[src/rtl/regfile_mp_sb.sv]
// Multi-port integer register file with two write ports, optional write-to-read
// bypass and a per-register busy scoreboard for long-latency results.
module regfile_mp_sb #(
  parameter int DATA_W   = 32,
  parameter int ADDR_W   = 5,
  parameter int NRD      = 2,
  parameter int BYPASS   = 1,
  parameter int ZERO_REG = 1
) (
  input  logic                   clk,
  input  logic                   rst,
  input  logic                   wr0_en,
  input  logic [ADDR_W-1:0]      wr0_idx,
  input  logic [DATA_W-1:0]      wr0_data,
  input  logic                   wr1_en,
  input  logic [ADDR_W-1:0]      wr1_idx,
  input  logic [DATA_W-1:0]      wr1_data,
  input  logic                   sb_set_en,
  input  logic [ADDR_W-1:0]      sb_set_idx,
  input  logic [NRD*ADDR_W-1:0]  rd_idx,
  output logic [NRD*DATA_W-1:0]  rd_data,
  output logic [NRD-1:0]         rd_busy,
  output logic [2**ADDR_W-1:0]   busy_vec
);

  localparam int NUM_REGS = 2**ADDR_W;

  logic [DATA_W-1:0]   regs [NUM_REGS];
  logic [NUM_REGS-1:0] busy_q;
  logic [NUM_REGS-1:0] busy_d;
  logic                wr0_ok;
  logic                wr1_ok;

  assign wr0_ok = wr0_en && !((ZERO_REG != 0) && (wr0_idx == '0));
  // wr1 loses to wr0 on an index collision
  assign wr1_ok = wr1_en && !((ZERO_REG != 0) && (wr1_idx == '0)) &&
                  !(wr0_en && (wr0_idx == wr1_idx));

  always_comb begin
    busy_d = busy_q;
    for (int k = 0; k < NUM_REGS; k++) begin
      if (sb_set_en && (sb_set_idx == ADDR_W'(k))) begin
        busy_d[k] = 1'b1;
      end else if (wr1_en && (wr1_idx == ADDR_W'(k))) begin
        busy_d[k] = 1'b0;
      end
    end
    if (ZERO_REG != 0) begin
      busy_d[0] = 1'b0;
    end
  end

  always_ff @(posedge clk) begin
    if (!rst) begin
      for (int k = 0; k < NUM_REGS; k++) begin
        regs[k] <= '0;
      end
      busy_q <= '0;
    end else begin
      busy_q <= busy_d;
      if (wr0_ok) begin
        regs[wr0_idx] <= wr0_data;
      end
      if (wr1_ok) begin
        regs[wr1_idx] <= wr1_data;
      end
    end
  end

  assign busy_vec = busy_q;

  for (genvar i = 0; i < NRD; i++) begin : g_rd
    logic [ADDR_W-1:0] idx;
    logic [DATA_W-1:0] data;
    logic              busy;
    logic              hit0;
    logic              hit1;
    logic              is_zero;

    assign idx = rd_idx[i*ADDR_W +: ADDR_W];

    always_comb begin
      hit0    = wr0_en && (wr0_idx == idx);
      hit1    = wr1_en && (wr1_idx == idx);
      is_zero = (ZERO_REG != 0) && (idx == '0);
      data    = regs[idx];
      if (BYPASS != 0) begin
        if (hit0) begin
          data = wr0_data;
        end else if (hit1) begin
          data = wr1_data;
        end
        busy = busy_q[idx] && !hit1;
      end else begin
        busy = busy_q[idx] || hit1;
      end
      if (is_zero) begin
        data = '0;
        busy = 1'b0;
      end
    end

    assign rd_data[i*DATA_W +: DATA_W] = data;
    assign rd_busy[i]                  = busy;
  end

endmodule

[config.mk]
export PLATFORM = sky130hd
export DESIGN_NAME = regfile_mp_sb
export DESIGN_NICKNAME = d
export VERILOG_FILES = /design/src/rtl/regfile_mp_sb.sv
export SDC_FILE = /design/constraint.sdc
export NUM_CORES = 2
export LEC_CHECK = 0
export BUFFER_PORTS_ARGS = -buffer_cell sky130_fd_sc_hd__clkbuf_2
export CAP_MARGIN = 20
export CELL_PAD_IN_SITES_DETAIL_PLACEMENT = 2
export CELL_PAD_IN_SITES_GLOBAL_PLACEMENT = 2
export CORE_ASPECT_RATIO = 2
export CORE_UTILIZATION = 52
export CTS_BUF_LIST = sky130_fd_sc_hd__clkbuf_8
export CTS_CLUSTER_DIAMETER = 120
export CTS_CLUSTER_SIZE = 16
export DETAILED_ROUTE_END_ITERATION = 7
export PLACE_DENSITY_LB_ADDON = 0.1
export SLEW_MARGIN = 15
export SYNTH_ARGS = -nofsm -noshare
export SYNTH_HDL_FRONTEND = slang
export SYNTH_SLANG_ARGS = --single-unit
[constraint.sdc]
create_clock -name clk -period 4.6 [get_ports clk]
set_input_delay 0.23 -clock clk [delete_from_list [all_inputs] [get_ports clk]]
set_output_delay 0.23 -clock clk [all_outputs]
set_load 0.02 [all_outputs]
==> results.sh <==
export IMPL_status="complete, but fails checks"
export IMPL_violations="DRC"
export IMPL_setup_worst_path_end="rd_data[16]"
export IMPL_drc=64
export IMPL_dieHeight_um=492
export IMPL_synth_distinct_cells=58
export IMPL_post_synth_cell_area_avg_um2=14.9
export IMPL_postSynth_asyncResetShare=0
export IMPL_drive_above_1_share=0.293
export IMPL_setup_viol=0
export IMPL_grt_usage=0.510
export IMPL_drt_iter0_markers=7365
export IMPL_clk_path_buf_depth=3
export IMPL_final_setup_tns_ps=0
export IMPL_fmax_mhz=241
export IMPL_drv_slew=0
export IMPL_fin_crit_sh=0.902
export IMPL_place_gp_congestion=0.972
export IMPL_ant_nets=0
export IMPL_rsz0062_at_grt="false"
export IMPL_fin_skew_ps=0
export IMPL_fin_nets=4127
export IMPL_path_class="in -> out"
export IMPL_hold_violations=0
export IMPL_grt_overflow=0
export IMPL_routed_via_density=8.76
export IMPL_startpoint="rd_idx[0]"
export IMPL_htreeDepth=3
export IMPL_cts_resized=0
export IMPL_grt_pass1_vias=51000
export IMPL_initial_utilization=0.524
export IMPL_synth_edff_count=1024
export IMPL_crit_fanout=36
export IMPL_antenna_found_initial=17
export IMPL_startpoint_type="input port"
export IMPL_fin_area_mm2=0.0656
export IMPL_core_area_mm2=0.119
export IMPL_final_common_cell="edfxtp_1"
export IMPL_dieArea_mm2=0.121
export IMPL_cap_violations=0
export IMPL_place_ws_ps=618
export IMPL_cts_setup_buffers=0
export IMPL_ioPinCount=192
export IMPL_synth_cell_area_mm2=0.0624
export IMPL_rr_startpoint="busy_vec[16]"
export IMPL_io_buffers=190
export IMPL_setup_slack_ps=451
export IMPL_tritoncts="done"
export IMPL_dp_cells=5472
export IMPL_rr_endpoint="busy_vec[16]"
export IMPL_period_minus_slack_ps=4150
export IMPL_power_density_mw_per_mm2=313
export IMPL_vdd_drop_max_mv=0.296
export IMPL_first_pass_iters=8
export IMPL_area_delta_synth_final_pct=5.24
export IMPL_most_common_layout_cells="edfxtp_1 (1024), a22o_1 (1001), mux4_2 (567)"
export IMPL_r2r_cells=2
export IMPL_hold_path_cell_count=2
export IMPL_numCtsBuffers=75
export IMPL_final_fill_count=10400
export IMPL_critPathArrivalTime_ps=3920
export IMPL_hpwl_mm=191
export IMPL_root_buffer="clkbuf_8"
export IMPL_power_leakage_nw=22.1
export IMPL_tightest_slew_ps=1290
export IMPL_rrSetupSlack_ps=3670
export IMPL_grt_max_degree=81
export IMPL_synth_ff_latch_count=1055
export IMPL_ys_seq_area_frac=0.503
export IMPL_cts_hold_buf=15
export IMPL_synth_flop_cell="edfxtp_1"
export IMPL_stdcell_count=5597
export IMPL_grt_first_pass_wirelength_mm=421
export IMPL_end_kind="primary output"
export IMPL_insertion_delay_ps=840
export IMPL_final_util=0.552
export IMPL_fp_row_count=179
export IMPL_clkSlewWorstSetupHoldPaths_ps=110
export IMPL_regArea_mm2=0.0314
export IMPL_die_x_um=247
export IMPL_syn_inst=4188
export IMPL_hold_path_class="in -> reg"
export IMPL_slew_headroom=0.138
export IMPL_yosysWarnings=0
export IMPL_holdWs_ps=56.2
export IMPL_crit_required_ps=4370
export IMPL_cts_sinks=1055
export IMPL_dpl_cell_area_mm2=0.0642
export IMPL_drt_total_wl_mm=308
export IMPL_multiInputGateArea_mm2=0.0280
export IMPL_vias=49000
export IMPL_wl_per_cell_um=55.1
export IMPL_power_mw=20.5
[worst min path at each step]
| stage | from | end | slack, ps |
|---|---|---|---|
| floorplan | sb_set_idx[4] | busy_vec[29] | 500 |
| global placement | busy_vec[6] | busy_vec[6] | 500 |
| detailed placement | busy_vec[5] | busy_vec[5] | 520 |
| CTS | wr1_data[30] | regs[31][30] | 5 |
| global route | wr1_data[30] | regs[27][30] | 50 |
| finish | wr1_data[20] | regs[31][20] | 60 |
[routing by layer]
layer  part of all wire  global-route usage
met5            0.00021                   0
met3               0.12               0.127
met4               0.12               0.493
met1               0.30               0.569
met2               0.46               0.788
[worst max-delay path: stages]
cell and delay (ps):
buf_8 410, buf_4 560, mux2i_1 210, a221oi_1 1040
o21ai_0 240, a211oi_1 520, a31oi_1 90, a21oi_1 200
clkbuf_2 220
[registers in the layout (all words and copies together) (netlist names)]
register  cells
busy_vec     31
regs       1024
[area by class of cell]
class,instances,area share
well taps,1538,0.0293
flip-flops and latches,1055,0.478
multi-input cells,2464,0.427
inverters,24,0.00141
clock inverters,17,0.00109
repair buffers,413,0.0469
diodes,9,0.000343
clock buffers,77,0.0161
[power breakdown]
group	internal [mW]	switching [mW]	total [mW]
sequential	11.1	0.389	11.5
clock	1.53	3.36	4.89
combinational	1.41	2.72	4.13
total	14.0	6.47	20.5
[synth_stat cells (5+ instances only)]
cell type  number  area, µm²
edfxtp_1     1024      30700
a22o_1       1001       8770
mux4_2        567      12800
clkbuf_1      370       1390
buf_2         121        606
a21oi_1        96        480
mux2i_1        88        881
nand2_1        88        330
buf_1          74        278
nor2_1         69        259
o21ai_0        66        330
a211oi_1       62        465
a22oi_1        53        398
buf_6          52        586
buf_4          47        353
nor2b_1        47        294
or3_1          35        219
dfxtp_1        31        621
mux2_2         24        270
nor2_8         20        400
o221ai_1       19        166
nand3_1        17       85.1
a31oi_1        16        100
clkinv_1       15       56.3
and3_1         13       81.3
o21ai_1        13       65.1
xnor2_1        13        114
a221oi_1       12        105
xor2_1         12        105
nor2_2         11       68.8
inv_1           9       33.8
o221ai_2        9        135
and2_1          8       50.1
o211ai_1        8       60.1
a2111oi_0       7       61.3
nor3_1          7       35.0
o22ai_1         7       43.8
o32ai_1         7       61.3
a221o_1         6       60.1
buf_8           6       90.1
buf_12          5        100
[cells by family (layout without fill, tap and decap cells)]
logic type	count (synthesis)	after routing	synth area share
flops	1055	1055	0.503
buf+inv	701	531	0.0561
compound gates	1386	1386	0.182
mux	679	679	0.223
xor+xnor	25	25	0.00351
simple gates	341	341	0.0323
other cells	1	42	0.0000601
(Power assumes the default switching activity.)
